--- src/rtl/btb_update_queue.sv ---
// btb_update_queue: write-side companion of the branch target buffer.
// Filters resolved-branch reports down to those needing a BTB change
// (taken and either missed or mispredicted target), buffers them in a
// small FIFO and drains one per cycle into the BTB load port when fetch
// grants the write slot.
//
// Optional feature macro: BTB_UPD_COALESCE_EN
//   defined   -> a report matching the tail entry's PC overwrites that entry
//   undefined -> every qualifying report allocates its own entry

module btb_update_queue #(
    parameter int DEPTH = 4,
    parameter int CNT_W = 16
) (
    input  logic             clk,
    input  logic             rst,
    input  logic             res_valid,
    output logic             res_ready,
    input  logic [28:0]      res_PC,
    input  logic [29:0]      res_target,
    input  logic [1:0]       res_btype,
    input  logic             res_taken,
    input  logic             res_pred_hit,
    input  logic [29:0]      res_pred_target,
    input  logic             drain_en,
    input  logic             flush,
    output logic [28:0]      new_PC,
    output logic [29:0]      new_target,
    output logic [1:0]       new_btype,
    output logic             load,
    output logic [CNT_W-1:0] upd_count
);

    localparam int PTR_W = $clog2(DEPTH);
    localparam int CW    = PTR_W + 1;

    logic [28:0]      pc_mem  [DEPTH];
    logic [29:0]      tgt_mem [DEPTH];
    logic [1:0]       bt_mem  [DEPTH];

    logic [PTR_W-1:0] head_q;
    logic [PTR_W-1:0] tail_q;
    logic [PTR_W-1:0] tail_last;
    logic [PTR_W-1:0] wr_idx;
    logic [CW-1:0]    count_q;

    logic             empty;
    logic             need;
    logic             accept;
    logic             enq;
    logic             coalesce;
    logic             alloc;

    assign empty     = (count_q == '0);
    assign res_ready = (count_q != CW'(DEPTH));
    assign load      = ~empty & drain_en & ~flush;

    assign need   = res_taken & (~res_pred_hit | (res_pred_target != res_target));
    // A report in the flush cycle is consumed but never stored.
    assign accept = res_valid & res_ready & ~flush;
    assign enq    = accept & need;

    assign tail_last = tail_q - PTR_W'(1);

`ifdef BTB_UPD_COALESCE_EN
    // Merge into the youngest entry unless it is the head leaving this cycle.
    assign coalesce = enq & ~empty & (pc_mem[tail_last] == res_PC)
                      & ~((count_q == CW'(1)) & load);
`else
    assign coalesce = 1'b0;
`endif

    assign alloc  = enq & ~coalesce;
    assign wr_idx = coalesce ? tail_last : tail_q;

    // Head entry is presented to the BTB; zeros when nothing is queued.
    always_comb begin
        new_PC     = '0;
        new_target = '0;
        new_btype  = '0;
        if (!empty) begin
            new_PC     = pc_mem[head_q];
            new_target = tgt_mem[head_q];
            new_btype  = bt_mem[head_q];
        end
    end

    // Pointer and occupancy bookkeeping; flush empties the queue at the edge.
    always_ff @(posedge clk) begin
        if (rst || flush) begin
            head_q  <= '0;
            tail_q  <= '0;
            count_q <= '0;
        end else begin
            if (alloc)
                tail_q <= tail_q + PTR_W'(1);
            if (load)
                head_q <= head_q + PTR_W'(1);
            case ({alloc, load})
                2'b10:   count_q <= count_q + CW'(1);
                2'b01:   count_q <= count_q - CW'(1);
                default: count_q <= count_q;
            endcase
        end
    end

    // Entry payload capture; storage needs no reset since empty masks it.
    always_ff @(posedge clk) begin
        if (alloc || coalesce) begin
            pc_mem[wr_idx]  <= res_PC;
            tgt_mem[wr_idx] <= res_target;
            bt_mem[wr_idx]  <= res_btype;
        end
    end

    // Saturating count of BTB writes issued.
    always_ff @(posedge clk) begin
        if (rst)
            upd_count <= '0;
        else if (load && (upd_count != {CNT_W{1'b1}}))
            upd_count <= upd_count + CNT_W'(1);
    end

endmodule

--- config.mk ---
export PLATFORM = sky130hd
export DESIGN_NAME = btb_update_queue
export DESIGN_NICKNAME = d
export VERILOG_FILES = /design/src/rtl/btb_update_queue.sv
export SDC_FILE = /design/constraint.sdc
export NUM_CORES = 1
export LEC_CHECK = 0
export CAP_MARGIN = 5
export CORE_UTILIZATION = 40
export DETAILED_ROUTE_END_ITERATION = 6
export HOLD_SLACK_MARGIN = 0.1
export SETUP_SLACK_MARGIN = 0.3
export SLEW_MARGIN = 20
export SYNTH_ARGS = -nofsm -noshare
export SYNTH_HDL_FRONTEND = slang
export SYNTH_SLANG_ARGS = --single-unit
--- constraint.sdc ---
create_clock -name clk -period 8.2 [get_ports clk]
set_input_delay 0.82 -clock clk [delete_from_list [all_inputs] [get_ports clk]]
set_output_delay 0.82 -clock clk [all_outputs]
set_load 0.02 [all_outputs]
# [Word-level counts from Yosys, hierarchy flattened]
# Memories as Yosys holds them, arrays and structs flattened. A register that Yosys moved wholly into a read port is not among the register bits.
# Index checks and enable logic that the tools add are counted.
[op_classes] bitwise=10 n_mux=12 n_eq_ne=5 n_addsub=5 n_reduce_logical=4
[ops] cell="$mux W30" count=1
[ops] cell="$ne A30 B30 Y1" count=1
[ops] cell="$mux W29" count=1
[ops] cell="$add A16 B1 Y16 const B" count=1
[ops] cell="$ne A16 B16 Y1 const B" count=1
[ops] cell="$mux W2" count=7
[ops] cell="$and A1 B1 Y1" count=6
[ops] cell="$pmux W3 S2" count=1
[ops] cell="$add A2 B1 Y2 const B" count=2
[ops] cell="$add A3 B1 Y3 const B" count=1
[ops] cell="$logic_not A3 Y1" count=1
[ops] cell="$ne A3 B3 Y1 const B" count=1
[ops] cell="$not A1 Y1" count=3
[ops] cell="$sub A3 B1 Y3 const B" count=1
[ops] cell="$eq A2 B1 Y1 const B" count=1
[ops] cell="$eq A2 B2 Y1 const B" count=1
[ops] cell="$mux W1" count=2
[ops] cell="$reduce_bool A2 Y1" count=1
[ops] cell="$logic_and A1 B1 Y1" count=1
[ops] cell="$logic_or A1 B1 Y1" count=1
[ops] cell="$or A1 B1 Y1" count=1
[word_totals] ramBits=244 n_memories=3 out_inout_bits=79 inputBits=98 register_bits=23 elab_cells=43
[memory_table] name="tgt_mem" words=4 width=30 read_ports=1 rd_clocked_by_memory_dff=1 write_ports=1 line="38" source="logic [29:0] tgt_mem [DEPTH];"
[memory_table] name="pc_mem" words=4 width=29 read_ports=1 rd_clocked_by_memory_dff=1 write_ports=1 line="37" source="logic [28:0] pc_mem [DEPTH];"
[memory_table] name="bt_mem" words=4 width=2 read_ports=1 rd_clocked_by_memory_dff=1 write_ports=1 line="39" source="logic [1:0] bt_mem [DEPTH];"

# [Logic depth before layout (Yosys ltp)]
# Gate-level depths: netlist (run 1).
[depth] ltp_word=6 mapped_depth=12 mapped_depth_nobuf=12

# [Worst setup path before layout (run 1)]
# Ideal clock, no wire load.
[synth_timing] kind="input to register" start="in res_pred_target[2]" end="mem bt_mem[0][0] (enable)" setup_slack_ns=5.050 n_path_buf=0 cell_stages=5 required_time_ns=7.774 arrival_time_ns=2.724 setup_ns=0.426 cell_sequence="xnor2_1 -> nand4_1 -> nor4_1 -> nand4_1 -> and3_1"
[synth_between] elab_chain_cells=6
[synth_rtl] element="start, declared" line="24" source="input logic [29:0] res_pred_target,"
[synth_rtl] element="$ne A30 B30 Y1" line="58" source="assign need = res_taken & (~res_pred_hit | (res_pred_target != res_target));"
[synth_rtl] element="$or A1 B1 Y1" line="58"
[synth_rtl] element="$and A1 B1 Y1" line="58"
[synth_rtl] element="$and A1 B1 Y1" line="61" source="assign enq = accept & need;"
[synth_rtl] element="$mux W1" line="109" source="if (alloc || coalesce) begin"
[synth_rtl] element="$mux W1 (implied by the code)" line="112" source="bt_mem[wr_idx] <= res_btype;"
[synth_rtl] element="end, declared" line="39"
# Every way passes these cells.

==> impl_metrics.xml, run 1 <==
<?xml version="1.0" encoding="UTF-8"?>
<metrics>
  <group name="clocking">
    <metric name="cts-hold-fix-buffers" unit="">0</metric>
    <metric name="ctsLongestPathBuffers" unit="">3</metric>
    <metric name="cts_buffer_count" unit="">29</metric>
    <metric name="clk_pin_slew" unit="ns">0.06</metric>
    <metric name="clock-root-buffer" unit="">sky130_fd_sc_hd__clkbuf_16</metric>
    <metric name="tritoncts_clock_tree" unit="">yes</metric>
    <metric name="cts.repair.resized" unit="">0</metric>
    <metric name="postCtsSetupBuffers" unit="">0</metric>
    <metric name="htree_num_levels" unit="">1</metric>
    <metric name="clkLatencyLatePin" unit="ns">0.53</metric>
    <metric name="cts_num_sinks" unit="">269</metric>
  </group>
  <group name="logic_synthesis">
    <metric name="netlist.area_leader.share" unit="">0.6835</metric>
    <metric name="mappedNetlistArea" unit="sq um">10720</metric>
    <metric name="synth_enable_flop_cells" unit="">244</metric>
    <metric name="number_of_unique_standard_cell_types_used_by_synthesis" unit="">31</metric>
    <metric name="synth_fp_nets" unit="">670</metric>
    <metric name="combinational_family_with_the_most_area_after_synthesis" unit="">multiplexers</metric>
    <metric name="synth_top_area_cell" unit="">sky130_fd_sc_hd__edfxtp_1</metric>
    <metric name="commonest_register_cell_after_synthesis" unit="">sky130_fd_sc_hd__edfxtp_1</metric>
    <metric name="synth_xor_area_frac" unit="">0.03922</metric>
    <metric name="synth_area_per_inst" unit="sq um">18.97</metric>
    <metric name="synth-adder-area-share" unit="">0.008870</metric>
    <metric name="compound_cell_area_share_of_the_yosys_netlist" unit="">0.004902</metric>
    <metric name="synth-async-reset-ratio" unit="">0</metric>
    <metric name="synth.mux.area_fraction" unit="">0.1282</metric>
    <metric name="syn-instance-count" unit="">565</metric>
    <metric name="yosysSeqAreaShare" unit="">0.7302</metric>
    <metric name="synth.top_cells.by_area" unit="">sky130_fd_sc_hd__edfxtp_1 68%, sky130_fd_sc_hd__mux4_2 13%, sky130_fd_sc_hd__dfxtp_1 4.7%</metric>
    <metric name="yosys_warnings" unit="">0</metric>
    <metric name="area_share_of_and_or_nand_nor_cells_after_synthesis" unit="">0.07633</metric>
    <metric name="flip_flop_and_latch_count_after_synthesis" unit="">269</metric>
  </group>
  <group name="sta">
    <metric name="fin_crit_share" unit="">0.5033</metric>
    <metric name="timing.setup.tns" unit="ns">0</metric>
    <metric name="max_slew_margin" unit="">0.3088</metric>
    <metric name="final-hold-violation-count" unit="">0</metric>
    <metric name="worst_pin_slew" unit="ns">1.037</metric>
    <metric name="unrepaired_setup_endpoints_after_global_routing" unit="">false</metric>
    <metric name="clock.fmax" unit="GHz">0.2423</metric>
    <metric name="min_tclk_post_route" unit="ns">4.127</metric>
    <metric name="setup_viol" unit="">0</metric>
    <metric name="timing_max_transition_violations_final" unit="">0</metric>
    <metric name="final_ws_setup" unit="ns">4.073</metric>
    <metric name="fin_skew" unit="ns">0.006966</metric>
    <metric name="timing.hold.ws" unit="ns">0.5251</metric>
  </group>
  <group name="floorplanning">
    <metric name="dieHeight" unit="microns">165.7</metric>
    <metric name="floorplan.initialDensity" unit="">0.4091</metric>
    <metric name="pin_count" unit="">177</metric>
    <metric name="fp.coreArea" unit="sq um">26210</metric>
    <metric name="die_width" unit="microns">165.7</metric>
    <metric name="rows" unit="">59</metric>
    <metric name="floorplan.die_area" unit="sq um">27460</metric>
  </group>
  <group name="power">
    <metric name="power.density_cell_area" unit="nW/um^2">213.7</metric>
    <metric name="leakage_power_figure" unit="nW">4.256</metric>
    <metric name="post-layout-total-power" unit="mW">2.951</metric>
    <metric name="peak_supply_drop" unit="V">0.00009726</metric>
  </group>
  <group name="grt">
    <metric name="first_pass_grt_wire_length" unit="mm">35.69</metric>
    <metric name="grt_pass1_vias" unit="">6293</metric>
    <metric name="global_route.overflow_total" unit="">0</metric>
    <metric name="grt_util_all_layers" unit="">0.1697</metric>
    <metric name="grt_max_degree" unit="">62</metric>
    <metric name="number_of_antenna_violations_at_the_first_check_in_global_routing" unit="">1</metric>
  </group>
  <group name="layout">
    <metric name="area_growth" unit="%">28.82</metric>
    <metric name="share_of_cells_above_drive_strength_1" unit="">0.1519</metric>
    <metric name="stdcell_count" unit="">1105</metric>
    <metric name="final_nets" unit="">854</metric>
    <metric name="finalInstanceArea" unit="sq um">13810</metric>
    <metric name="antenna_cells" unit="">0</metric>
    <metric name="post-route-util" unit="">0.5270</metric>
  </group>
  <group name="hold_path">
    <metric name="worstHoldPathType" unit="">reg2reg</metric>
    <metric name="timing.hold.worst.start" unit="">head_q[1]</metric>
  </group>
  <group name="setup_path">
    <metric name="crit_required" unit="ns">7.38</metric>
    <metric name="critical_path_class" unit="">reg2out</metric>
    <metric name="endpoint_kind" unit="">output port</metric>
    <metric name="path_max_fanout" unit="">45</metric>
    <metric name="cp_data_arrival_time" unit="ns">3.31</metric>
    <metric name="worst_setup_path_start_kind" unit="">flip-flop</metric>
    <metric name="worst_r2r_startpoint" unit="">count_q[2]</metric>
  </group>
  <group name="route">
    <metric name="routedWlPerCell" unit="microns">20.68</metric>
    <metric name="number_of_drc_markers_after_the_initial_detailed_route_iteration" unit="">441</metric>
    <metric name="dr_total_vias" unit="">5684</metric>
    <metric name="detail-route-antenna-nets" unit="">0</metric>
    <metric name="number_of_optimization_iterations_in_the_first_detailed_route_pass" unit="">6</metric>
    <metric name="drc" unit="">24</metric>
    <metric name="post_dr_vias_cell" unit="">5.144</metric>
    <metric name="finalWirelength" unit="mm">22.86</metric>
  </group>
  <group name="job">
    <metric name="cap_violations" unit="">0</metric>
  </group>
  <group name="place">
    <metric name="gpl.final_weighted_congestion" unit="">0.7300</metric>
    <metric name="dpl.hpwl" unit="mm">13.46</metric>
    <metric name="numPortBuffers" unit="">176</metric>
    <metric name="dp_worst_setup_slack" unit="ns">4.121</metric>
    <metric name="cell_count_after_placement" unit="">1053</metric>
    <metric name="dpl_cell_area" unit="sq um">12850</metric>
  </group>
  <group name="outcome">
    <metric name="violated_checks" unit="">design-rule violations</metric>
    <metric name="outcome" unit="">complete, but fails checks</metric>
  </group>
</metrics>
==> state kept, by name (all words and copies together), names as in the netlist, named ones only <==
register   cells
tgt_mem      120
pc_mem       116
upd_count     16
bt_mem         8
count_q        3
head_q         2
tail_q         2
==> worst max-delay path: stages (launching register included) <==
cell and delay, ns:
sky130_fd_sc_hd__dfxtp_4 0.57, sky130_fd_sc_hd__buf_4 0.78, sky130_fd_sc_hd__mux4_2 0.60, sky130_fd_sc_hd__nor2b_1 0.15, sky130_fd_sc_hd__clkdlybuf4s50_1 0.61
==> cell usage after synthesis (4+ instances only) <==
| cell | n |
|---|---|
| sky130_fd_sc_hd__buf_2 | 7 |
| sky130_fd_sc_hd__nand4_1 | 10 |
| sky130_fd_sc_hd__clkbuf_1 | 18 |
| sky130_fd_sc_hd__inv_1 | 8 |
| sky130_fd_sc_hd__xor2_1 | 24 |
| sky130_fd_sc_hd__and4_1 | 6 |
| sky130_fd_sc_hd__nor4_1 | 5 |
| sky130_fd_sc_hd__and3_1 | 5 |
| sky130_fd_sc_hd__nor2_1 | 23 |
| sky130_fd_sc_hd__ha_1 | 6 |
| sky130_fd_sc_hd__nor2b_1 | 62 |
| sky130_fd_sc_hd__xnor2_1 | 24 |
| sky130_fd_sc_hd__o21ai_0 | 4 |
| sky130_fd_sc_hd__edfxtp_1 | 244 |
| sky130_fd_sc_hd__nand2_1 | 7 |
| sky130_fd_sc_hd__mux4_2 | 61 |
| sky130_fd_sc_hd__nand3_1 | 9 |
| sky130_fd_sc_hd__dfxtp_1 | 25 |
| sky130_fd_sc_hd__a21oi_1 | 5 |
==> layout by cell type (no fill, tap or decap), drive strengths merged, types with 3 or more instances in the layout <==
cell type	synthesis	final
bufinv	0	5
edfxtp	244	244
nand2	7	7
dfxtp	25	25
nand3	9	9
and3	5	5
nor3	3	3
nand4	10	10
clkbuf	18	31
inv	8	8
xnor2	24	24
xor2	24	24
clkinvlp	0	3
ha	6	6
clkdlybuf4s50	0	176
o21ai	4	4
and4	6	6
nor2	24	24
mux4	61	61
clkinv	0	13
a21oi	5	5
nor2b	62	62
nor4	5	5
==> where the power goes <==
group | internal (mW) | switching (mW)
registers | 1.51 | 0.00272
logic | 0.0725 | 0.0597
clock network | 0.799 | 0.513
==> per-layer routing <==
| metal | wire [microns] | track usage |
|---|---|---|
| met2 | 11350 | 0.2927 |
| met1 | 9854 | 0.2241 |
| met5 | 13 | 0 |
| met3 | 1371 | 0.03536 |
| met4 | 269 | 0.03088 |
==> layout make-up <==
type | instances | area, sq um
multi-input combinational | 263 | 2786
inverter | 8 | 30.03
fill | 2106 | 12400
sequential | 269 | 7835
clock inverter | 21 | 229.0
timing repair buffer | 178 | 1777
clock buffer | 31 | 733.2
tap | 335 | 419.2
==> logic make-up (layout without fill, tap and decap cells) <==
family,count (synthesis),count (layout)
adders and majority gates,7,7
xor gates and xnor gates,48,48
muxes,61,61
buffers and inverters,33,238
and+or+nand+nor,137,137
AOI/OAI and AO/OA,10,10
DFF,269,269
==> final timing paths <==
check,endpoint,slack [ns],cells after the start
min,head_q[1],0.53,2
max,new_target[26],4.07,4
min reg2reg,head_q[1],0.53,2
max reg2reg,count_q[2],5.67,9
Note: power is estimated with default switching activity, not from simulation.
==> run 2: changes to the inputs <==
==> constraint.sdc (replaced) <==
create_clock -name clk -period 4.19 [get_ports clk]
set_input_delay 0.419 -clock clk [delete_from_list [all_inputs] [get_ports clk]]
set_output_delay 0.419 -clock clk [all_outputs]
set_load 0.02 [all_outputs]
==> impl_metrics.xml, run 2 (synthesized netlist as in run 1, its figures left out) <==
<?xml version="1.0" encoding="UTF-8"?>
<metrics>
  <group name="layout">
    <metric name="layout.filler_cells" unit="">2121</metric>
    <metric name="mostFrequentLayoutCells" unit="">244 x sky130_fd_sc_hd__edfxtp_1, 176 x sky130_fd_sc_hd__clkdlybuf4s50_1, 62 x sky130_fd_sc_hd__nor2b_1</metric>
    <metric name="area.sequential" unit="sq um">7835</metric>
    <metric name="stdcell_count" unit="">1108</metric>
    <metric name="share_of_cells_above_drive_strength_1" unit="">0.1565</metric>
    <metric name="post-route-util" unit="">0.5277</metric>
    <metric name="largest_register_ffs" unit="">120</metric>
    <metric name="layout_top_registers" unit="">tgt_mem: 120 flops, pc_mem: 116 flops, upd_count: 16 flops</metric>
    <metric name="max_flop_register" unit="">tgt_mem</metric>
    <metric name="multiInputGateArea" unit="sq um">2786</metric>
    <metric name="area_growth" unit="%">29.00</metric>
    <metric name="antenna_cells" unit="">0</metric>
    <metric name="final_nets" unit="">856</metric>
    <metric name="layout.cells.most_common" unit="">sky130_fd_sc_hd__edfxtp_1</metric>
  </group>
  <group name="hold_path">
    <metric name="worstHoldPathType" unit="">reg2reg</metric>
  </group>
  <group name="setup_path">
    <metric name="path_max_fanout" unit="">59</metric>
    <metric name="reg2reg_setup_slack" unit="ns">1.64</metric>
    <metric name="critPathSlowestCell" unit="">sky130_fd_sc_hd__dfxtp_4</metric>
    <metric name="capturing_instance_or_port_of_the_critical_path" unit="">new_PC[3]</metric>
    <metric name="worst_r2r_startpoint" unit="">count_q[2]</metric>
    <metric name="worst_r2r_endpoint" unit="">count_q[2]</metric>
    <metric name="critical_path_class" unit="">reg2out</metric>
    <metric name="crit_buf_inv" unit="">2</metric>
    <metric name="reg2regPathDepth" unit="">9</metric>
    <metric name="critPathMaxStageDelay" unit="ns">0.98</metric>
    <metric name="worst_setup_path_start_kind" unit="">flip-flop</metric>
    <metric name="path_delay_family" unit="">flip-flops</metric>
    <metric name="endpoint_kind" unit="">output port</metric>
    <metric name="crit_required" unit="ns">3.77</metric>
    <metric name="critical_path.cell_chain" unit="">buf_4 &gt; mux4_2 &gt; nor2b_1 &gt; clkdlybuf4s50_1</metric>
    <metric name="cp_data_arrival_time" unit="ns">2.84</metric>
    <metric name="count_of_cell_instances_traversed_by_the_critical_path" unit="">4</metric>
  </group>
  <group name="clocking">
    <metric name="clk_pin_slew" unit="ns">0.06</metric>
    <metric name="postCtsSetupBuffers" unit="">0</metric>
    <metric name="tritoncts_clock_tree" unit="">yes</metric>
    <metric name="htree_num_levels" unit="">1</metric>
    <metric name="clock-root-buffer" unit="">sky130_fd_sc_hd__clkbuf_16</metric>
    <metric name="cts_buffer_count" unit="">29</metric>
    <metric name="cts.repair.resized" unit="">0</metric>
    <metric name="clkLatencyLatePin" unit="ns">0.52</metric>
    <metric name="cts_num_sinks" unit="">269</metric>
    <metric name="cts-hold-fix-buffers" unit="">0</metric>
    <metric name="ctsLongestPathBuffers" unit="">3</metric>
  </group>
  <group name="sta">
    <metric name="final-hold-violation-count" unit="">0</metric>
    <metric name="clock.fmax" unit="GHz">0.3069</metric>
    <metric name="fin_skew" unit="ns">0.008176</metric>
    <metric name="timing.setup.tns" unit="ns">0</metric>
    <metric name="min_tclk_post_route" unit="ns">3.258</metric>
    <metric name="unrepaired_setup_endpoints_after_global_routing" unit="">false</metric>
    <metric name="fin_crit_share" unit="">0.7776</metric>
    <metric name="setup_viol" unit="">0</metric>
    <metric name="worst_pin_slew" unit="ns">1.050</metric>
    <metric name="max_slew_margin" unit="">0.2997</metric>
    <metric name="timing_max_transition_violations_final" unit="">0</metric>
  </group>
  <group name="outcome">
    <metric name="violated_checks" unit="">design-rule violations</metric>
    <metric name="outcome" unit="">complete, but fails checks</metric>
  </group>
  <group name="floorplanning">
    <metric name="rows" unit="">59</metric>
    <metric name="dieHeight" unit="microns">165.7</metric>
    <metric name="floorplan.die_area" unit="sq um">27460</metric>
    <metric name="die_width" unit="microns">165.7</metric>
    <metric name="pin_count" unit="">177</metric>
    <metric name="fp.coreArea" unit="sq um">26210</metric>
    <metric name="floorplan.initialDensity" unit="">0.4091</metric>
  </group>
  <group name="power">
    <metric name="leakage_power_figure" unit="nW">4.269</metric>
    <metric name="power.density_cell_area" unit="nW/um^2">414.4</metric>
    <metric name="peak_supply_drop" unit="V">0.0002219</metric>
  </group>
  <group name="place">
    <metric name="numPortBuffers" unit="">176</metric>
    <metric name="gpl.final_weighted_congestion" unit="">0.7566</metric>
    <metric name="dpl.hpwl" unit="mm">13.62</metric>
    <metric name="cell_count_after_placement" unit="">1055</metric>
  </group>
  <group name="route">
    <metric name="finalWirelength" unit="mm">22.86</metric>
    <metric name="number_of_drc_markers_after_the_initial_detailed_route_iteration" unit="">389</metric>
    <metric name="dr_total_vias" unit="">5702</metric>
    <metric name="number_of_optimization_iterations_in_the_first_detailed_route_pass" unit="">7</metric>
    <metric name="post_dr_vias_cell" unit="">5.146</metric>
    <metric name="detail-route-antenna-nets" unit="">0</metric>
    <metric name="drc" unit="">24</metric>
    <metric name="routedWlPerCell" unit="microns">20.63</metric>
  </group>
  <group name="grt">
    <metric name="first_pass_grt_wire_length" unit="mm">35.60</metric>
    <metric name="number_of_antenna_violations_at_the_first_check_in_global_routing" unit="">1</metric>
    <metric name="global_route.overflow_total" unit="">0</metric>
    <metric name="grt_max_degree" unit="">62</metric>
    <metric name="grt_pass1_vias" unit="">6303</metric>
    <metric name="grt_util_all_layers" unit="">0.1692</metric>
  </group>
  <group name="job">
    <metric name="cap_violations" unit="">0</metric>
  </group>
</metrics>
==> run 2: cell type report <==
class / instances / area share
clock buffer: 30 / 0.05275
clock inverter: 23 / 0.01629
inverter: 8 / 0.002171
multi-input combinational: 263 / 0.2015
sequential: 269 / 0.5665
tap: 335 / 0.03031
timing repair buffer: 180 / 0.1305
==> run 2: how the worst min path moves through the flow <==
stage	startpoint	to	cells past startpoint
after floorplan	count_q[2]	count_q[2]	2
after global placement	tail_q[0]	tail_q[0]	2
after detailed placement	head_q[1]	flip-flop	2
after CTS	res_PC[15]	pc_mem[2][15]	1
after global routing	res_PC[12]	pc_mem[2][12]	1
final	tail_q[0]	tail_q[0]	2
==> run 2: per-stage QoR <==
step | area, sq um | power [mW] | hold slack (ns) | worst slack, ns
after global placement | 12870 | 3.260 | 0.4936 | 0.6522
final | 13830 | 5.731 | 0.5219 | 0.9319
after global routing | 13830 | 5.914 | 0.5072 | 0.7390
after CTS | 13830 | 5.804 | 0.5016 | 0.8194
after detailed placement | 12870 | 3.268 | 0.5116 | 0.5032
after floorplan | 10720 | 3.097 | 0.4825 | 1.293
==> run 2: report_power, final <==
group / internal [mW] / total [mW] / switching (mW)
sequential: 2.95 / 2.95 / 0.00550
clock: 1.51 / 2.52 / 1.01
combinational: 0.142 / 0.257 / 0.115
==> run 2: tightest hold or removal path, delay by kind of cell, from the launching register on <==
kind	cells	cell delay, ns
AO/OA/AOI/OAI	2	0.14
flip-flops	1	0.34
==> run 2: layer usage <==
| metal | vias up | GRT usage | share of wire |
|---|---|---|---|
| li1 | 2587 | - | - |
| met1 | 2904 | 0.2291 | 0.43 |
| met2 | 185 | 0.2835 | 0.49 |
| met3 | 24 | 0.03226 | 0.068 |
| met4 | 2 | 0.04023 | 0.015 |
| met5 | - | 0 | 0.00044 |
